<file path="config.mk">
export PLATFORM = sky130hd
export DESIGN_NAME = grf_wdecode_flat
export DESIGN_NICKNAME = d
export VERILOG_FILES = /design/src/rtl/grf_wdecode_if.sv /design/src/rtl/grf_wdecode.sv /design/src/flat_wrapper.sv
export SDC_FILE = /design/constraint.sdc
export NUM_CORES = 2
export LEC_CHECK = 0
export CAP_MARGIN = 20
export CELL_PAD_IN_SITES_DETAIL_PLACEMENT = 0
export CELL_PAD_IN_SITES_GLOBAL_PLACEMENT = 1
export CORE_ASPECT_RATIO = 0.7
export CORE_MARGIN = 1
export CORE_UTILIZATION = 49
export CTS_CLUSTER_SIZE = 12
export DETAILED_ROUTE_END_ITERATION = 8
export PLACE_DENSITY = 0.73
export SLEW_MARGIN = 10
export SYNTH_ARGS = -nofsm -noshare
export SYNTH_HDL_FRONTEND = slang
export SYNTH_SLANG_ARGS = --single-unit
</file>
<file path="constraint.sdc">
create_clock -name clk -period 5.05 [get_ports clk]
set_clock_uncertainty 0.05 [all_clocks]
set_input_delay 0.7575 -clock clk [delete_from_list [all_inputs] [get_ports clk]]
set_output_delay 0.7575 -clock clk [all_outputs]
set_load 0.01 [all_outputs]
</file>
<file path="src/rtl/grf_wdecode_if.sv">
// -----------------------------------------------------------------------------
// grf_wdecode_if
// Bus bundle for the grf_wdecode register file: both read ports, the
// write-back port, the trace PC and the committed-write counter.
//   master : the pipeline side. It drives the addresses, write enable/data and
//            the PC, and receives the read data and wcnt.
//   slave  : the register file side.
// Ports (all of them interface signals):
//   a1, a2   5b   read addresses (rs, rt)
//   rd1, rd2 DW   read data
//   we       1b   write enable from WB
//   a3       5b   write address from WB
//   wd       DW   write data from WB
//   wpc      32b  PC of the writing instruction (trace only)
//   wcnt     16b  committed register writes since reset
// -----------------------------------------------------------------------------
interface grf_wdecode_if #(
    parameter int DW = 32
);
    logic [4:0]    a1;
    logic [4:0]    a2;
    logic [DW-1:0] rd1;
    logic [DW-1:0] rd2;
    logic          we;
    logic [4:0]    a3;
    logic [DW-1:0] wd;
    logic [31:0]   wpc;
    logic [15:0]   wcnt;

    modport master (
        output a1, a2, we, a3, wd, wpc,
        input  rd1, rd2, wcnt
    );

    modport slave (
        input  a1, a2, we, a3, wd, wpc,
        output rd1, rd2, wcnt
    );
endinterface

</file>
<file path="src/rtl/grf_wdecode.sv">
// -----------------------------------------------------------------------------
// grf_wdecode
// A 32 x DW general register file for the P6 pipelined MIPS core. One WB write
// stream is decoded by a3 onto a single register. There are two combinational
// read ports with an internal write-to-read bypass, so the ID stage sees a WB
// result in the same cycle it is written. Register 0 is hard-wired to zero.
//
// Ports:
//   clk    system clock; every state update happens on the rising edge
//   reset  synchronous, active-high; clears all registers and wcnt, and takes
//          priority over a write in the same cycle
//   bus    grf_wdecode_if.slave (a1/a2/rd1/rd2, we/a3/wd, wpc, wcnt)
//
// Build option:
//   GRF_DISPLAY_EN  when defined, every committed write prints
//                   "@<wpc>: $<a3> <= <wd>" to match the course reference
//                   simulator trace. When undefined, wpc is unused and the
//                   function is unchanged.
// -----------------------------------------------------------------------------
module grf_wdecode #(
    parameter int NREG = 32,
    parameter int DW   = 32
) (
    input  logic          clk,
    input  logic          reset,
    grf_wdecode_if.slave  bus
);
    logic [DW-1:0] regs [NREG];
    logic [15:0]   wcnt_q;
    logic          commit;

    // A write counts only when it targets a real register. Writes to $0 are
    // discarded without touching the counter.
    assign commit = bus.we && (bus.a3 != 5'd0);

    // NOTE: the array is cleared on reset on purpose. The core relies on every
    // register reading 0 after reset, so this is not a RAM macro that can
    // skip initialisation.
    always_ff @(posedge clk) begin
        if (reset) begin
            for (int i = 0; i < NREG; i++) begin
                regs[i] <= '0;
            end
            wcnt_q <= '0;
        end else if (commit) begin
            regs[bus.a3] <= bus.wd;
            wcnt_q       <= wcnt_q + 16'd1;   // wraps FFFF -> 0000
        end
    end

    // Read ports. $0 always reads 0. A write to the same address in this cycle
    // is forwarded ahead of the stored value. The bypass ignores reset,
    // because reset only takes effect at the edge.
    // NOTE: each output gets its default first, so every path assigns it and
    // no latch can be inferred.
    always_comb begin
        bus.rd1 = '0;
        if (bus.a1 != 5'd0) begin
            if (bus.we && (bus.a3 == bus.a1)) begin
                bus.rd1 = bus.wd;
            end else begin
                bus.rd1 = regs[bus.a1];
            end
        end
    end

    always_comb begin
        bus.rd2 = '0;
        if (bus.a2 != 5'd0) begin
            if (bus.we && (bus.a3 == bus.a2)) begin
                bus.rd2 = bus.wd;
            end else begin
                bus.rd2 = regs[bus.a2];
            end
        end
    end

    assign bus.wcnt = wcnt_q;

`ifdef GRF_DISPLAY_EN
    // The trace line is printed at the edge where the write commits.
    always_ff @(posedge clk) begin
        if (!reset && commit) begin
            $display("@%h: $%d <= %h", bus.wpc, bus.a3, bus.wd);
        end
    end
`else
    logic unused_wpc;
    assign unused_wpc = ^bus.wpc;
`endif

endmodule

</file>
<file path="src/flat_wrapper.sv">
// flat-port wrapper written by rule: the top's interface ports become plain ports
module grf_wdecode_flat 
#(
    parameter int NREG = 32,
    parameter int DW   = 32
)
  (clk, reset, bus_a1, bus_a2, bus_we, bus_a3, bus_wd, bus_wpc, bus_rd1, bus_rd2, bus_wcnt);
  grf_wdecode_if #(.DW(DW)) bus_i ();
  input  logic clk;
  input  logic reset;
  input wire logic [$bits(bus_i.a1)-1:0] bus_a1;
  input wire logic [$bits(bus_i.a2)-1:0] bus_a2;
  input wire logic [$bits(bus_i.we)-1:0] bus_we;
  input wire logic [$bits(bus_i.a3)-1:0] bus_a3;
  input wire logic [$bits(bus_i.wd)-1:0] bus_wd;
  input wire logic [$bits(bus_i.wpc)-1:0] bus_wpc;
  output wire logic [$bits(bus_i.rd1)-1:0] bus_rd1;
  output wire logic [$bits(bus_i.rd2)-1:0] bus_rd2;
  output wire logic [$bits(bus_i.wcnt)-1:0] bus_wcnt;
  assign bus_i.a1 = bus_a1;
  assign bus_i.a2 = bus_a2;
  assign bus_i.we = bus_we;
  assign bus_i.a3 = bus_a3;
  assign bus_i.wd = bus_wd;
  assign bus_i.wpc = bus_wpc;
  assign bus_rd1 = bus_i.rd1;
  assign bus_rd2 = bus_i.rd2;
  assign bus_wcnt = bus_i.wcnt;
  grf_wdecode #(.NREG(NREG), .DW(DW)) u_core (.clk(clk), .reset(reset), .bus(bus_i));
endmodule
</file>
**Word level (Yosys, flattened, before mapping)**

Memories as Yosys holds them, arrays and structs flattened.
Index checks and enable logic that the tools add are counted.

- Input port bits: 82
- Output and inout bits: 80
- Bits in writable memories: 1,024
- Register bits: 16
- Logic and storage cells: 24
- Memories: 1

- Reductions and logical operators: 7
- Equality and inequality tests: 2
- $add $sub $neg: 1
- Multiplexer cells: 12

Memories:

| memory | words | width | read ports | clocked after Yosys merged registers in | wr ports | RTL line | RTL |
|---|---|---|---|---|---|---|---|
| u_core.regs | 32 | 32 | 2 | 0 | 32 | grf_wdecode.sv:28 | `logic [DW-1:0] regs [NREG];` |

Operators with widths:

| cell | number |
|---|---|
| 32-bit 2-to-1 mux | 5 |
| 32-bit OR reduction | 1 |
| 16-bit by 1-bit adder with 16-bit output, second input constant | 1 |
| 5-bit nonzero test | 3 |
| 5-bit equality test | 2 |
| 1-bit 2-to-1 mux | 6 |
| 5-bit 2-to-1 mux | 1 |
| 1-bit logical AND | 3 |

**Depth between registers and ports, before layout**

- Depth after elaboration: 7
- Gate-level depth with buffers: 10
- Gate-level depth less buffers: 5

**Worst setup path before layout**

Ideal clock, no wire load.

- Path type: in2out
- Start point: in bus_a2[0]
- End point: out bus_rd2[27]
- Cell stages on the path: 7
- Arrival time: 2.429 ns
- Slack: 1.814 ns
- Required time: 4.243 ns
- Cell sequence: buf_6 > buf_4 > buf_2 > mux4_2 > a22oi_1 > nand2_1 > a221o_1

- Cells in the longest elaborated chain, start to end: 4

RTL lines:

| element | RTL line | RTL |
|---|---|---|
| start, declared | flat_wrapper.sv:12 | `input wire logic [$bits(bus_i.a2)-1:0] bus_a2;` |
| parallel branches: the longest is 3 deep, another holds memory 32 x 32 bit | - |  |
| 32-bit 2-to-1 mux (*) | grf_wdecode.sv:69 | `if (bus.a2 != 5'd0) begin` |
| end, declared | flat_wrapper.sv:18 | `output wire logic [$bits(bus_i.rd2)-1:0] bus_rd2;` |

Every way passes the cells marked *.

**Worst setup path in the final report**

- Start point: in bus_a3[4]
- End point: out bus_rd2[2]

- Cells in the longest elaborated chain, start to end: 4

RTL lines:

| element | RTL line | RTL |
|---|---|---|
| start, declared | flat_wrapper.sv:14 | `input wire logic [$bits(bus_i.a3)-1:0] bus_a3;` |
| 5-bit equality test | grf_wdecode.sv:70 | `if (bus.we && (bus.a3 == bus.a2)) begin` |
| 1-bit logical AND | grf_wdecode.sv:70 |  |
| 32-bit 2-to-1 mux | grf_wdecode.sv:70 |  |
| 32-bit 2-to-1 mux | grf_wdecode.sv:69 |  |

Every way passes these cells.

==> impl_metrics.py <==
metrics = {
    "finish": {
        "fin_cells": 5482,
        "area_growth_pct": 12.98,
        "final_area_um2": 63020,
        "nets": 3964,
        "drive_gt1_share_pct": 23.68,
    },
    "sta": {
        "fmax_mhz": 204.9,
        "tightest_slew_ps": 1053,
        "slew_violations": 0,
        "fin_crit_sh_pct": 96.65,
        "finalCriticalPeriod_ps": 4881,
        "maxSlewHeadroom_pct": 29.56,
        "hold_violations": 0,
        "setup_violations": 0,
        "fin_tns_setup_ps": 0,
        "grt_setup_unrepaired": "no",
    },
    "yosys": {
        "ys_seq_elements": 1040,
        "synthTopCellsByArea": "edfxtp_1 55%, mux4_2 20%, and2_1 11%",
        "yosysMostFrequentCell": "edfxtp_1",
        "ys_seq_area_share_pct": 55.70,
        "ys_warn_count": 0,
        "synth_top_area_share_pct": 55.13,
        "synth_flop_cell": "edfxtp_1",
        "netlist_instances": 3788,
        "synth_common_cells": "1024 x edfxtp_1, 996 x and2_1, 485 x mux4_2",
        "synth_edf_count": 1024,
        "synth_top_cell_by_area": "edfxtp_1",
        "netlist_area_um2": 55780,
        "ys_types": 59,
        "synth_area_per_cell_um2": 14.72,
        "ys_async_sr_fraction_pct": 0,
    },
    "route": {
        "via_per_inst": 6.661,
        "via_count": 36513,
        "wl_per_cell_um": 35.10,
        "drc": 4,
        "drtIter0Drc": 5986,
        "drt-total-wl_mm": 192.4,
        "ant_nets": 0,
        "drtPass1Iterations": 9,
    },
    "worst_setup_path": {
        "critical_path_required_ps": 4240,
        "path_cells": "clkdlybuf4s50_1 -> xor2_1 -> nor4_2 -> buf_4 -> a31o_2 -> buf_12 -> a21oi_1 -> nor4_2 -> buf_4 -> clkdlybuf4s50_1",
        "ff2ff_setup_slack_ps": 3270,
        "cp.arrival_ps": 4070,
        "crit_buf_inv": 5,
        "crit_path_max_fanout": 26,
        "critPathTopFamily": "buffers and inverters",
        "critPathKind": "primary input to output port",
        "startpoint_type": "primary input",
        "slowest_delay_ps": 760,
        "endpoint_kind": "output port",
        "cp_slowest_cell": "clkdlybuf4s50_1",
    },
    "pwr": {
        "p_leak_uw": 0.02171,
        "powerDensity_nw_per_um2": 325.5,
        "power_uw": 20510,
        "vdd_drop_max_v": 0.0003013,
    },
    "die": {
        "initial_core_util_pct": 49.46,
        "ios": 162,
        "rows": 103,
        "die_w_um": 405.3,
        "die-height_um": 284.3,
        "coreArea_um2": 112800,
        "dieArea_um2": 115200,
    },
    "cts": {
        "clockRootBuffer": "clkbuf_16",
        "clk_pin_slew_ps": 60,
        "clk_path_buf_depth": 3,
        "cts_made_buffers": 105,
        "cts.sinks": 1040,
        "htree_levels": 3,
        "cts_tree": "done",
        "clock_latency_ps": 710,
    },
    "run_status": {
        "run_status": "finished with violations",
        "violations": "design-rule violations",
    },
    "min_path": {
        "hold_class": "primary input to flip-flop",
    },
    "global_route": {
        "grtUsageTotal_pct": 33.46,
        "grt_max_degree": 71,
        "overflow": 0,
        "grt_pass1_vias": 34922,
        "grt_antenna_before_repair": 15,
        "grt_pass1_wl_mm": 268.4,
    },
    "placement": {
        "dp.cells": 5296,
        "placed_area_um2": 59860,
        "dp_hpwl_mm": 118.1,
        "io_buffers": 129,
        "gp_congestion": 0.8634,
    },
    "run": {
        "maxCapViolations": 0,
    },
}
==> placed cells by master (no fill, tap or decap), drive strengths merged, types with 8 or more instances in the layout <==
cell type	count
a21oi	43
a221o	24
a221oi	18
a22oi	117
and2	996
and3	19
and4b	22
buf	239
clkbuf	143
clkdlybuf4s50	119
clkinv	29
conb	32
dfxtp	16
diode	8
edfxtp	1024
inv	11
mux2i	116
mux4	485
nand2	63
nand2b	8
nand3	15
nand3b	9
nor2	128
nor2b	11
nor3	32
nor4	20
o21ai	47
o22ai	45
or2	36
or3	9
xnor2	14
==> metal layers <==
metal	track usage [%]	part of all wire (%)	wire (um)
met4	9.470	3.2	6195
met1	50.60	41	79410
met2	46.72	42	80770
met3	9.880	14	25980
met5	0	0.024	47
==> timing repair <==
item | CTS | global route
setup buffers | 0 | 0
hold endpoints to repair | 0 | 0
gates resized for setup | 0 | 3
hold buffers | 0 | 0
endpoints found under the setup margin | 0 | 3
==> kinds of logic after synthesis <==
logic type                 count (synthesis)  synth area share, %
AOI/OAI and AO/OA                        332                4.166
xor gates and xnor gates                  20               0.3141
adders and majority gates                  1              0.02243
buffers and inverters                    412                3.329
DFF                                     1040                55.70
muxes                                    602                21.69
other                                      1             0.006723
and+or+nand+nor                         1380                14.77
==> power by group <==
| part | switching [uW] | internal, uW | leakage [uW] | total, uW |
|---|---|---|---|---|
| registers | 233 | 9950 | 0.00988 | 10200 |
| logic | 1620 | 1230 | 0.0103 | 2860 |
| clock network | 3350 | 4120 | 0.00151 | 7480 |
==> worst register-to-register path, delay by kind of cell (launching register included) <==
family | cells | cell delay (ps)
XOR/XNOR | 1 | 160
flip-flops | 1 | 410
AND/OR/NAND/NOR | 4 | 1020
==> final timing paths <==
path | startpoint | cells past startpoint | endpoint
hold / removal | reset | 1 | u_core.regs[0][1]
setup / recovery | bus_a3[4] | 10 | bus_rd2[2]
setup reg to reg | u_core.bus.wcnt[4] | 5 | u_core.bus.wcnt[15]
hold reg to reg | u_core.bus.wcnt[9] | 2 | u_core.bus.wcnt[9]
==> cell type report <==
type / instances / area [um^2]
Timing Repair Buffer: 358 / 3596
Fill cell: 8966 / 49750
Clock inverter: 35 / 252.7
Multi-Input combinational cell: 2367 / 23270
Inverter: 9 / 33.78
Sequential cell: 1040 / 31070
Clock buffer: 143 / 2865
Antenna cell: 8 / 20.02
Tap cell: 1522 / 1904
==> state kept, by name, indices dropped and copies added (netlist names) <==
register,count
u_core.regs,1024
u_core.bus.wcnt,16
==> metrics by stage <==
stage / hold slack (ps) / utilization, % / setup slack [ps]
final: 444.4 / 55.88 / 169.1
after floorplan: 464.8 / - / 1814
after global routing: 412.7 / 55.86 / 115.4
after CTS: 403.3 / 55.85 / 70.80
after detailed placement: 444.7 / 53.09 / 69.96
after global placement: 437.7 / 53.09 / 54.45
No activity file was read; power rests on OpenSTA's default activity.
